### src/rtl/sprite_control.sv
// sprite_control: control FSM sitting directly upstream of the sprite datapath.
// It clears the screen once after reset. It then loops forever:
// draw the 4x4 sprite, wait for a frame tick, erase the sprite, step its position.
// All outputs are registered and decoded from the next state, so they are valid
// in the same cycle that the state is entered.
// Optional build macro: SPRITE_CTRL_PAUSE_EN adds a 'pause' input that freezes
// the WAIT state while it is high.
module sprite_control #(
  parameter int SCREEN_W    = 160,
  parameter int SCREEN_H    = 120,
  parameter int SPRITE_PIX  = 16,
  parameter int FRAME_TICKS = 12499999
) (
  input  logic        clk,
  input  logic        reset,
  input  logic        go,
`ifdef SPRITE_CTRL_PAUSE_EN
  input  logic        pause,
`endif
  input  logic [5:0]  plot_count,
  input  logic [7:0]  x_count,
  input  logic [6:0]  y_count,
  input  logic [25:0] freq,
  output logic        plot_en,
  output logic        erase,
  output logic        update,
  output logic        dp_reset,
  output logic        write_en,
  output logic [7:0]  frame_count,
  output logic [2:0]  state_dbg
);

  localparam logic [2:0] INIT   = 3'd0;
  localparam logic [2:0] IDLE   = 3'd1;
  localparam logic [2:0] CLEAR  = 3'd2;
  localparam logic [2:0] DRAW   = 3'd3;
  localparam logic [2:0] WAIT   = 3'd4;
  localparam logic [2:0] ERASE  = 3'd5;
  localparam logic [2:0] UPDATE = 3'd6;

  logic [2:0] state;
  logic [2:0] next_state;
  logic       clear_done;
  logic       pass_done;
  logic       tick;
  logic       frame_go;
  logic       unused_status;

  // Status compares are exact equality. A plot_count that overshoots the
  // wrap value never ends a pass.
  assign clear_done = (y_count == 7'(SCREEN_H));
  assign pass_done  = (plot_count == 6'(SPRITE_PIX));
  assign tick       = (freq == 26'(FRAME_TICKS));

`ifdef SPRITE_CTRL_PAUSE_EN
  // Pause only gates the tick seen by WAIT. A DRAW or ERASE pass in progress
  // still runs to completion.
  assign frame_go = tick && !pause;
`else
  assign frame_go = tick;
`endif

  // The datapath already advances x within each row, so the end of the clear
  // is decided from y_count alone.
  assign unused_status = ^{x_count, 8'(SCREEN_W)};

  // Next-state decode for the clear pass and the draw/wait/erase/update loop.
  always_comb begin
    next_state = state;
    case (state)
      INIT:    next_state = IDLE;
      IDLE:    if (go)         next_state = CLEAR;
      CLEAR:   if (clear_done) next_state = DRAW;
      DRAW:    if (pass_done)  next_state = WAIT;
      WAIT:    if (frame_go)   next_state = ERASE;
      ERASE:   if (pass_done)  next_state = UPDATE;
      UPDATE:  next_state = DRAW;
      default: next_state = INIT;
    endcase
  end

  // State register and Moore outputs registered from the next state.
  // dp_reset is the one exception: it is registered from the current state.
  // This lets it pulse on the cycle that follows INIT, which is the cycle in
  // which IDLE is entered.
  always_ff @(posedge clk or posedge reset) begin
    if (reset) begin
      state       <= INIT;
      plot_en     <= 1'b0;
      erase       <= 1'b0;
      update      <= 1'b0;
      dp_reset    <= 1'b0;
      write_en    <= 1'b0;
      frame_count <= 8'd0;
    end else begin
      state    <= next_state;
      plot_en  <= (next_state == DRAW)  || (next_state == ERASE);
      erase    <= (next_state == CLEAR) || (next_state == ERASE);
      write_en <= (next_state == CLEAR) || (next_state == DRAW) ||
                  (next_state == ERASE);
      update   <= (next_state == UPDATE);
      dp_reset <= (state == INIT);
      if (next_state == UPDATE) begin
        frame_count <= frame_count + 8'd1;
      end
    end
  end

  assign state_dbg = state;

endmodule

### config.mk
export PLATFORM = sky130hd
export DESIGN_NAME = sprite_control
export DESIGN_NICKNAME = d
export VERILOG_FILES = /design/src/rtl/sprite_control.sv
export SDC_FILE = /design/constraint.sdc
export NUM_CORES = 1
export LEC_CHECK = 0
export CORE_MARGIN = 4
export CORE_UTILIZATION = 32
export CTS_BUF_LIST = sky130_fd_sc_hd__clkbuf_16
export CTS_CLUSTER_DIAMETER = 60
export DETAILED_ROUTE_END_ITERATION = 8
export GPL_ROUTABILITY_DRIVEN = 0
export GPL_TIMING_DRIVEN = 0
export MAX_ROUTING_LAYER = met4
export PLACE_DENSITY = 0.79
export SLEW_MARGIN = 20
export SYNTH_ARGS = -nofsm -noshare
export SYNTH_HDL_FRONTEND = slang
export SYNTH_SLANG_ARGS = --single-unit
### constraint.sdc
create_clock -name clk -period 2.1 [get_ports clk]
set_clock_uncertainty 0.15 [all_clocks]
set_input_delay 0.42 -clock clk [delete_from_list [all_inputs] [get_ports clk]]
set_output_delay 0.42 -clock clk [all_outputs]
set_load 0.01 [all_outputs]
==> summary.md <==
| Metric | Value |
|---|---|
| Hold_buf cts | `0` |
| GR peak layer | `met2` |
| Detailed placer's ending HPWL | `1970 µm` |
| Max-cap violations | `0` |
| Clock Sinks | `16` |
| Crit path time final | `2.05 ns` |
| Worst-path clk slew | `0.05 ns` |
| Worst Path Max Fanout | `4` |
| Hold Crit Depth | `1` |
| Grt total ovfl | `0` |
| Hold Path Class | `reg -> reg` |
| Clock Latency Late Sink | `0.24 ns` |
| Worst R2R End | `frame_count[7]` |
| Area after DPL | `1440 µm²` |
| Inst Count DP | `163` |
| Max_slew headroom | `60.3%` |
| Mapped Area | `about 830 µm²` |
| Vias per cell | `roughly 5.1` |
| Worst Max-Slew Pin Slew | `0.595 ns` |
| Chip width | `around 59 µm` |
| CP endpoint kind | `flip-flop` |
| Cell count after synthesis | `76` |
| Area grow syn2layout | `88.1%` |
| Arrival time at the worst endpoint | `between 2 and 2.5 ns` |
| Initial drt markers | `9` |
| Synth Net Count | `127` |
| IO Pins | `66` |
| Initial antenna violation count | `0` |
| Most common cell after layout, fill and taps aside | `clkdlybuf4s50_1` |
| R2r setup slk | `about 0.16 ns` |
| Net Sw Frac | `between 20% and 30%` |
| Met3 capacity usage during global routing | `around 3.5%` |
| Register area share after synthesis | `48.3%` |
| Ant. Diodes | `0` |
| Post-layout util | `between 60% and 70%` |
| Final Hold Viols | `0` |
| Final cycle utilization of the critical path | `97.5%` |
| Met2 GRT Util | `a little over a quarter` |
| Unrepaired setup endpoints after global routing | `true` |
| Worst r2r path cells | `6` |
| Post-Syn Area per Cell | `10.9 µm²` |
| H-tree levels | `1` |
| DRT antenna net count | `0` |
| CTS tree | `yes` |
| Vias in the first global route | `947` |
| Clk pwr share | `a little over a third` |
| Core Region | `~2500 µm²` |
| Library cells used by synthesis | `32` |
| Design Area, Final | `1560 µm²` |
| Peak supply drop | `between 0.4 and 0.5 mV` |
| Share of cells above drive strength 1 | `12.9%` |
| WHS Endpoint | `frame_count[7]` |
| Slew Viols, Final | `0` |
| Final Non-Filler Cells | `169` |
| Final #Nets | `192` |
| Post-synth top area cell | `dfrtp_1` |
| Total detailed-routing wirelength | `2380 µm` |
| All-Layer GR Usage | `between 15 and 20%` |
| Placement row count | `18` |
| Leakage | `0.646 nW` |
| Switch Pwr | `0.259 mW` |
| Initial Util | `33.5%` |
| WS Path Type | `in -> reg` |
| Worst setup SP type | `input port` |
| Residual DRC count | `0` |
| Number of port buffers | `57` |
| Die area | `3470 µm²` |
| Reg power frac | `37.1%` |
| Worst Hold Launch | `frame_count[7]` |
| Worst R2R Start | `state_dbg[1]` |
| Req. time, crit path | `2.12 ns` |
| First-pass GRT wire length | `roughly 3800 µm` |
| Outcome | `completed` |
| Clock buffer depth | `2` |
| Root Buffer Master | `clkbuf_16` |
| Combinational power share | `28.0%` |
| GR met1 Demand/Resource | `approximately 16%` |
| TritonCTS Buffers | `3` |
| Int Power | `0.760 mW` |
| Synthesis Warnings | `0` |
| Fmax | `0.488 GHz` |
| Fillers | `232` |
| Die height | `58.9 µm` |
| DRT Pass-1 Iters | `4` |
| Power Density | `~650 nW/µm²` |
| Commonest cells after routing, fill and taps aside | `clkdlybuf4s50_1, dfrtp_1, xnor2_1, nand2_1, nand3_1` |
| Seq cells post-synth | `16` |
| Wirelength per Cell | `around 14 µm` |
| DR vias | `858` |
| Final Setup Violations | `0` |
| Synth top area share | `48.3%` |
| Top post-synthesis cells by area | `dfrtp_1, xnor2_1, nand3_1` |
| Largest net degree at the start of global routing | `17` |
==> per-stage QoR <==
| step | power [mW] | setup slack (ns) | setup TNS, ns | hold WS, ns |
|---|---|---|---|---|
| after CTS | 1.02 | 0.000152 | 0 | 0.326 |
| after global placement | 0.646 | -0.315 | -3.03 | 0.312 |
| after global routing | 1.06 | -0.00143 | -0.00179 | 0.342 |
| final | 1.02 | 0.0524 | 0 | 0.327 |
| after floorplan | 0.481 | 0.171 | 0 | 0.184 |
| after detailed placement | 0.653 | -0.388 | -3.58 | 0.321 |
==> area by class of cell <==
| type | instances | area (µm²) | share of cell area, % |
|---|---|---|---|
| buffer | 1 | 7.51 | 0.481 |
| timing repair buffer | 60 | 589 | 37.8 |
| clock buffer | 3 | 75.1 | 4.81 |
| multi-input combinational | 55 | 435 | 27.9 |
| inverter | 4 | 15.0 | 0.962 |
| tap | 30 | 37.5 | 2.41 |
| sequential | 16 | 400 | 25.7 |
==> cells by family (layout without fill, tap and decap cells) <==
| group | after synthesis | count (layout) | synth area share [%] |
|---|---|---|---|
| flops | 16 | 16 | 48.3 |
| xor+xnor | 7 | 7 | 7.39 |
| mux | 3 | 3 | 3.77 |
| fa+ha+maj | 1 | 1 | 1.51 |
| buf+inv | 5 | 68 | 2.71 |
| compound gates | 10 | 10 | 8.45 |
| simple gates | 34 | 34 | 27.9 |
==> cell usage after synthesis, drive strengths merged <==
master and n:
mux2i 2, a22oi 1, inv 4, nor3 1, nand4 4, o41ai 1, xor2 1, nand4b 1
o2bb2ai 1, nor3b 1, mux2 1, a21oi 1, and3 1, nor4 2, xnor2 6, nor4bb 2
dfrtp 16, o21ai 5, or4 1, ha 1, nand3 5, clkbuf 1, and2 1, nor2 4
and4 2, nand2 5, nor2b 2, a311oi 1, or2b 2
==> worst max-delay path: stages <==
cell             delay (ns)
clkdlybuf4s50_1        0.40
or4_4                  0.46
nor2_4                 0.15
o2bb2ai_2              0.08
a311oi_2               0.32
mux2i_1                0.22
==> how the worst max path moves through the flow <==
stage	from	to	slack, ns	depth (start not counted)
2_1_floorplan	plot_count[3]	frame_count[7]	0.17	5
3_3_place_gp	plot_count[3]	erase	-0.31	6
3_5_place_dp	plot_count[3]	write_en	-0.39	6
4_1_cts	plot_count[3]	erase	0.0002	6
5_1_grt	plot_count[3]	frame_count[4]	-0.001	6
6_report	plot_count[3]	erase	0.05	6
==> power by group through the flow <==
stage	clock, mW	sequential, mW	combinational [mW]
floorplan	0	0.393	0.0877
global placement	0	0.381	0.265
detailed placement	0	0.382	0.271
CTS	0.357	0.378	0.284
global route	0.370	0.383	0.303
finish	0.356	0.378	0.285
==> registers in the layout (all words and copies together), names as in the netlist <==
name	count
frame_count	8
state_dbg	3
dp_reset	1
erase	1
plot_en	1
update	1
write_en	1
==> timing repair <==
| item | 4_1_cts | 5_1_grt |
|---|---|---|
| resized for setup | 7 | 4 |
| pin swaps | 5 | 3 |
| buffers inserted | 3 | 0 |
| endpoints found under the hold margin | 0 | 0 |
| setup endpoints to repair | 10 | 9 |
==> layer usage <==
layer  vias to the layer above  part of all wire [%]
met5                         -                     0
met2                        58                    49
met3                         4                    11
met1                       392                    39
li1                        404                     -
met4                         0                   1.4
Note: power is estimated with default switching activity, not from simulation.
